<file path="src/rtl/countdown_timer_ctrl.sv">
// Countdown timer: load, decrement per tick, one-shot or periodic reload, pause and abort.
// Define TIMER_PRESCALE_EN to derive ticks from an internal clk prescaler instead of timer_tick.
module countdown_timer_ctrl #(
  parameter int unsigned      WIDTH        = 7,
  parameter logic [WIDTH-1:0] RESET_VAL    = {WIDTH{1'b1}},
  parameter int unsigned      PRESCALE_DIV = 1666667
) (
  input  logic             clk,
  input  logic             reset,
  input  logic             timer_start,
  input  logic             timer_stop,
  input  logic             timer_pause,
  input  logic             timer_tick,
  input  logic             mode,
  input  logic [WIDTH-1:0] load_val,
  output logic [WIDTH-1:0] count,
  output logic             timer_up,
  output logic             expire,
  output logic             busy
);

  typedef enum logic [1:0] {StIdle, StRun, StPaused, StDone} state_e;

  state_e           state;
  logic [WIDTH-1:0] reload_reg;
  logic             mode_reg;
  logic             tick;

  if (PRESCALE_DIV < 2) begin : g_div_check
    $error("PRESCALE_DIV must be at least 2");
  end

`ifdef TIMER_PRESCALE_EN
  localparam int unsigned PrescW = $clog2(PRESCALE_DIV);

  logic [PrescW-1:0] presc;

  // Restarting on timer_start makes the first tick land exactly PRESCALE_DIV cycles later.
  assign tick = (presc == PrescW'(PRESCALE_DIV - 1));

  always_ff @(posedge clk) begin
    if (reset || timer_start || tick) begin
      presc <= '0;
    end else begin
      presc <= presc + 1'b1;
    end
  end
`else
  assign tick = timer_tick;
`endif

  always_ff @(posedge clk) begin
    if (reset) begin
      state      <= StIdle;
      count      <= RESET_VAL;
      reload_reg <= RESET_VAL;
      mode_reg   <= 1'b0;
      timer_up   <= 1'b0;
      expire     <= 1'b0;
      busy       <= 1'b0;
    end else begin
      expire <= 1'b0;
      if (timer_start) begin
        count      <= load_val;
        reload_reg <= load_val;
        mode_reg   <= mode;
        if (load_val != '0) begin
          state    <= StRun;
          timer_up <= 1'b0;
          busy     <= 1'b1;
        end else begin
          state    <= StDone;
          timer_up <= 1'b1;
          busy     <= 1'b0;
          expire   <= 1'b1;
        end
      end else if (timer_stop && state != StIdle) begin
        state    <= StIdle;
        timer_up <= 1'b0;
        busy     <= 1'b0;
      end else begin
        case (state)
          StRun: begin
            if (timer_pause) begin
              state <= StPaused;
            end else if (tick) begin
              if (count > WIDTH'(1)) begin
                count <= count - 1'b1;
              end else if (mode_reg) begin
                count  <= reload_reg;
                expire <= 1'b1;
              end else begin
                // Expiry from 1 (or a defensive 0) never wraps below zero.
                count    <= '0;
                state    <= StDone;
                timer_up <= 1'b1;
                busy     <= 1'b0;
                expire   <= 1'b1;
              end
            end
          end
          StPaused: begin
            if (!timer_pause) begin
              state <= StRun;
            end
          end
          default: ;
        endcase
      end
    end
  end

endmodule
</file>
<file path="config.mk">
export PLATFORM = sky130hd
export DESIGN_NAME = countdown_timer_ctrl
export DESIGN_NICKNAME = d
export VERILOG_FILES = /design/src/rtl/countdown_timer_ctrl.sv
export SDC_FILE = /design/constraint.sdc
export NUM_CORES = 1
export LEC_CHECK = 0
export CAP_MARGIN = 20
export CORE_MARGIN = 10
export CORE_UTILIZATION = 44
export CTS_CLUSTER_SIZE = 40
export DETAILED_ROUTE_END_ITERATION = 12
export PLACE_DENSITY = 0.7
export SYNTH_ARGS = -nofsm -noshare
export SYNTH_HDL_FRONTEND = slang
export SYNTH_SLANG_ARGS = --single-unit
</file>
<file path="constraint.sdc">
create_clock -name clk -period 4.7 [get_ports clk]
set_clock_uncertainty 0.2 [all_clocks]
set_input_delay 1.41 -clock clk [delete_from_list [all_inputs] [get_ports clk]]
set_output_delay 1.41 -clock clk [all_outputs]
set_load 0.02 [all_outputs]
</file>
After elaboration in Yosys (flattened, before gate mapping). Index checks and enable logic that the tools add are counted.

$lt $le $gt $ge: 1. Reductions and logical operators: 11. Multiplexer cells: 38. Equal/unequal tests: 11. $add $sub $neg: 1.

Operators with widths (number): 2-to-1 mux 7 bit (7); 2-to-1 mux 1 bit (22); 2-to-1 mux 2 bit (8); != test 5 bit (second input constant) (3); AND reduction 5 bit (2); greater-than comparator 7 x 1 -> 1 bit (second input constant) (1); nonzero test 7 bit (1); subtractor 7 x 1 -> 7 bit (second input constant) (1); != test 3 x 2 -> 1 bit (second input constant) (2); nonzero test 2 bit (3); nonzero test 3 bit (2); != test 2 bit (second input constant) (2); != test 4 bit (second input constant) (1); case mux 2 bit (2 select lines) (1); AND reduction 4 bit (1); nonzero test 4 bit (1); != test 3 bit (second input constant) (1); equality test 2 x 1 -> 1 bit (second input constant) (1); equality test 2 bit (second input constant) (1); logical AND 1 bit (1).

Output and inout port bits: 10. Logic and storage cells: 69. Register bits: 20.

Logic depth before layout (Yosys ltp). Gate-level depths: netlist (run 1).

Depth in word-level cells: 7. Gate-level depth with buffers: 7.

Least setup slack after synthesis (run 1). No wires, ideal clock.

Path kind: in2reg. Start point: in timer_pause. End point: reg count[5]. Cell stages on the path: 5. Data arrival time: 2.356 ns. Required time: 4.394 ns. Path buffers: 1. Setup slack: 2.038 ns. Path through: and3b_1 and3_1 clkbuf_1 nand2_1 o311ai_0.

Cells in the longest elaborated chain, start to end: 2.

Ends and longest elaborated chain: start: declaration (RTL line 12) `input logic timer_pause,`; != test 2 bit (no source line); AND reduction 4 bit (no source line); end signal: assignment (RTL line 64) `count <= load_val;`; end signal: assignment (RTL line 88) `count <= count - 1'b1;`; end signal: assignment (RTL line 90) `count <= reload_reg;`; end: declaration (RTL line 16) `output logic [WIDTH-1:0] count,`.

No other way between the ends. A chain may end at the register's enable or synchronous reset.

Worst setup path after layout (run 1).
Start point: in timer_start. End point: reg count[5].

Cells in the longest elaborated chain, start to end: 2. Elaborated cells on any way between the ends: 6. Those cells by class: eq/ne (2); mux (1); reduce/logical (3).

Ends and longest elaborated chain: start: declaration (RTL line 10) `input logic timer_start,`; != test 2 bit (no source line) / nonzero test 2 bit (equally long branches); AND reduction 4 bit (no source line).

Several ways; a longest one is shown, not always the timed one.

==> results of run 1 <==
[worst paths after layout]
kind                               startpoint             to  slack [ns]  cells past startpoint
worst max-delay path              timer_start       count[5]        1.48                      5
worst min-delay path            reload_reg[1]  reload_reg[1]        0.26                      2
worst max register to register       count[2]       count[0]        2.61                      4
worst min register to register  reload_reg[1]  reload_reg[1]        0.26                      2
[power by group]
group	switching (W)	total, W	internal [W]
sequential	0.0000162	0.000198	0.000182
clock	0.0000503	0.0000802	0.0000299
combinational	0.0000455	0.0000915	0.0000459
[layer usage]
layer  vias to the layer above  global-route usage, %  routed length, um  share of wire (%)
met4                         0                   3.23                 25               0.89
met1                       504                   12.7               1190                 42
met2                        16                   19.7               1460                 52
met5                         -                      0                  0                  0
met3                         5                   3.63                136                4.8
li1                        538                      -                  -                  -
[worst max-delay path: cells and delay by family]
kind            cells  cell delay [ns]
buf+inv             2             1.04
simple gates        2             0.48
compound gates      1             0.30
[per-stage QoR]
| step | total power (W) | utilization (%) | cell area [um^2] |
|---|---|---|---|
| after floorplan | 0.000257 | - | 1150 |
| after global placement | 0.000291 | 56.1 | 1390 |
| after detailed placement | 0.000294 | 56.1 | 1390 |
| after CTS | 0.000375 | 57.0 | 1410 |
| after global routing | 0.000393 | 57.0 | 1410 |
| final | 0.000370 | 57.0 | 1410 |
[synth_stat cells, types with 2 or more instances]
library cell   n
a31oi_1        5
xnor2_1        2
nor3_1         2
o21ai_0        6
dfxtp_1       20
mux2i_1        5
nor2b_1        2
a21oi_1       11
nand2b_1       2
nand2_1       13
nand3_1        5
nor2_1         6
o221a_2        2
a21o_1         4
and3_1         2
clkbuf_1       5
inv_1         13
a221o_1        2
a2bb2oi_1      2
nand4_1        3
ha_1           5
nand3b_1       2
[area by class of cell]
class                           instances  area share, %
Sequential cell                        20           28.3
Timing Repair Buffer                   23           16.3
Clock buffer                            3           1.59
Multi-Input combinational cell         97           47.7
Inverter                               13           3.45
Tap cell                               30           2.66
[cells by family (layout without fill, tap and decap cells)]
logic type               count (synthesis)  after routing  share of synthesized area [%]
AND/OR/NAND/NOR                         43             43                           21.9
AO/OA/AOI/OAI                           41             41                           24.7
flip-flops                              20             20                           34.9
buffers and inverters                   19             39                           6.33
adder cells (fa/ha/maj)                  5              5                           5.46
multiplexers                             5              5                           4.37
XOR/XNOR                                 3              3                           2.29
==> reports/summary.txt, run 1 <==
Final hold slack - 0.260 ns
Core Area - 0.00248 mm^2
Placer Congestion - 0.782
Footprint of the multi-input gates - 673 um^2
GRT Util Overall - 11.3%
Setup CP Type - input port to flip-flop
Area leader, netlist - dfxtp_1
Max Slew Vio Count - 0
Drt pass-1 iters - 4
Distinct cells, synth - 39
Worst Slack Setup Final - 1.48 ns
Ys Warns - 0
Worst Hold Class - flip-flop to flip-flop
Row count - 18
RSZ-0062 raised after global routing - false
Top cells by area, synth - dfxtp_1, ha_1, a21oi_1, mux2i_1, inv_1
Worst slew pin tran - 0.618 ns
# diodes - 0
Initial core utilization - 46.3%
Final net count - 177
Post-CTS Repair Setup Buffers - 0
Fin cells - 186
CTS Buf Count - 3
Syn_area_per_cell - 8.43 um^2
Initial antenna violation count - 0
Die ar. - 0.00505 mm^2
Most frequent cells in the layout - clkdlybuf4s50_1, dfxtp_1, inv_1, nand2_1, a21oi_1
Max frequency - 311 MHz
Crit start category - input port
DR WL/cell - 15.1 um
Clock tree buffer depth - 2
Clock root buffer - clkbuf_4
Worst-Skew Late Latency - 0.30 ns
DRC - 0
Status - finished, final reports clean
Synth async-reset ratio - 0%
Register area - 400 um^2
Place WS - 1.13 ns
Post-detail-place hpwl - 2230 um
Initial DRC Count - 106
Die height - 71.0 um
Slew HR - 58.6%
TNS Setup - 0 ns
Post-Syn Nets - 155
Final hold viol count - 0
Pwr per Cell Area - 262 mW/mm^2
Seq/Total Area, Yosys - 34.9%
Share of layout cells above drive strength 1 - 7.05%
Antenna-violating nets left - 0
Ys flop type - dfxtp_1
Synth top area share - 34.9%
CTS tree - built
Post_cts resized - 0
Crit. End Element - flip-flop
Vias in the first global route - 1034
Final setup fails - 0
P_leak - 0.604 nW
Max cap viols - 0
Drt total wl - 2810 um
CP Cell Sequence - clkdlybuf4s50_1 -> inv_1 -> and3_1 -> nand2_1 -> o311ai_0
First-pass GRT wire length - 4810 um
Port Buf Inserts - 23
Post-synthesis register bit count - 20
WP data arrival - 3.22 ns
Routed vias - 1063
Largest net degree at the start of global routing - 21
Fin crit period - 3.22 ns
Htree depth - 1
Total grt overflow - 0
Final period utilization - 68.5%
CTS Hold Bufs - 0
Most common cell after layout, fill and taps aside - clkdlybuf4s50_1
Worst IR Drop VDD - 163 uV
TritonCTS Sinks - 20
Slowest library cell on the worst path - clkdlybuf4s50_1
Post-synth EDFFs - 0
Post-synthesis instance area - 0.00115 mm^2
Post-Synthesis Cells - 136
Area grow syn2layout - 23.3%
IO Pins - 24
CTS clock-pin slew for the worst setup and hold paths - 0.11 ns
Crit path max fanout - 20
WP data required - 4.70 ns
Placed instance count - 183
Average vias per placed instance - 5.72
Fillers - 240
Slowest Stage Delay on Critical Path - 0.73 ns
Die Width - 71.0 um
Note: power is estimated with default switching activity, not from simulation.
==> run 2, diff against run 1 <==
==> constraint.sdc (replaced) <==
create_clock -name clk -period 3.1 [get_ports clk]
set_clock_uncertainty 0.2 [all_clocks]
set_input_delay 0.93 -clock clk [delete_from_list [all_inputs] [get_ports clk]]
set_output_delay 0.93 -clock clk [all_outputs]
set_load 0.02 [all_outputs]
==> run 2 against run 1 <==
Global-route usage shrank 0.13 points. Total power grew 60%. Worst setup slack lost 1.0 ns. First-iteration DRC count shrank 17%. Clock-buffer cell count grew 1.
==> reports/summary.txt, run 2 (same netlist as run 1, synthesis figures left out) <==
Status - finished, final reports clean
Crit path max fanout - 9
GRT Util Overall - 11.1%
Final net count - 178
Core Area - 0.00248 mm^2
Average vias per placed instance - 5.57
Slowest library cell on the worst path - clkdlybuf4s50_1
Die ar. - 0.00505 mm^2
# diodes - 0
Crit. End Element - output pin
Worst-Skew Late Latency - 0.30 ns
CTS clock-pin slew for the worst setup and hold paths - 0.11 ns
Worst reg2reg startpoint - count[2]
First-pass GRT wire length - 4860 um
Largest net degree at the start of global routing - 14
Delay-heaviest family, CP - buffers and inverters
Placement Cell Area - 0.00140 mm^2
Max Slew Vio Count - 0
Initial DRC Count - 88
DRC - 0
Vias in the first global route - 1047
WP data arrival - 1.52 ns
CP bufs+invs - 1
WP data required - 1.97 ns
Port Buf Inserts - 23
Post-route cell area - 0.00143 mm^2
Drt pass-1 iters - 4
Pwr per Cell Area - 413 mW/mm^2
Crit start category - flip-flop
TritonCTS Sinks - 20
Final setup fails - 0
Clock root buffer - clkbuf_4
Worst Hold Class - flip-flop to flip-flop
CTS Buf Count - 3
Share of layout cells above drive strength 1 - 8.23%
Placer Congestion - 0.769
Total grt overflow - 0
Post_cts resized - 0
Routed vias - 1047
R2r setup slk - 1.00 ns
RSZ-0062 raised after global routing - false
Final period utilization - 85.6%
Fin crit period - 2.65 ns
Max cap viols - 0
Area grow syn2layout - 25.1%
Final hold viol count - 0
Row count - 18
R2R Path End - count[0]
Worst IR Drop VDD - 287 uV
Die height - 71.0 um
Slowest Stage Delay on Critical Path - 0.68 ns
CTS tree - built
CP Cell Sequence - clkdlybuf4s50_1
Most common cell after layout, fill and taps aside - clkdlybuf4s50_1
Post-CTS Repair Setup Buffers - 0
CTS Hold Bufs - 0
Drt total wl - 2880 um
Most frequent cells in the layout - clkdlybuf4s50_1, dfxtp_1, inv_1, nand2_1, a21oi_1
Initial antenna violation count - 0
Worst R2R Path Depth - 4
Die Width - 71.0 um
Slew HR - 62.0%
Antenna-violating nets left - 0
Max frequency - 377 MHz
Post-detail-place hpwl - 2330 um
DR WL/cell - 15.3 um
Setup crit start - count[6]
Worst path depth - 1
IO Pins - 24
Setup CP Type - flip-flop to output pin
Worst slew pin tran - 0.570 ns
P_leak - 0.616 nW
TNS Setup - 0 ns
CP endpoint - count[6]
Htree depth - 1
Initial core utilization - 46.3%
Clock tree buffer depth - 2
[run 2: layer usage]
metal	track usage [%]	vias up	routed length [um]
li1	-	532	-
met1	12.6	498	1240
met5	0	-	0
met2	20.1	15	1520
met4	3.23	0	16
met3	2.65	2	106
[run 2: how the worst min path moves through the flow]
stage / from / end / slack [ns] / depth (start not counted)
after detailed placement: reload_reg[6] / reload_reg[6] / 0.25 / 2
final: reload_reg[6] / reload_reg[6] / 0.26 / 2
after global placement: reload_reg[3] / reload_reg[3] / 0.24 / 2
after CTS: reload_reg[3] / reload_reg[3] / 0.26 / 2
after global routing: reload_reg[2] / reload_reg[2] / 0.29 / 1
after floorplan: reload_reg[5] / reload_reg[5] / 0.23 / 2
[run 2: per-stage QoR]
step,cells,worst slack (ns),hold slack [ns],utilization [%],total power [W]
global placement,184,0.379,0.242,56.4,0.000444
detailed placement,184,0.280,0.245,56.4,0.000449
global route,188,0.387,0.291,57.9,0.000626
CTS,188,0.427,0.263,57.9,0.000596
floorplan,136,0.918,0.230,-,0.000390
finish,188,0.447,0.260,57.9,0.000592
[run 2: area by class of cell]
class	count	area [um^2]
fillers	241	1040
multi-input cells	97	673
flip-flops and latches	20	400
repair buffers	24	238
inverters	13	48.8
well taps	30	37.5
clock buffers	4	36.3
[run 2: power by group]
group          total [W]  switching [W]  internal, W
Clock           0.000151      0.0000789    0.0000716
Combinational   0.000141      0.0000702    0.0000705
Sequential      0.000301      0.0000250     0.000276
Total           0.000592       0.000174     0.000418
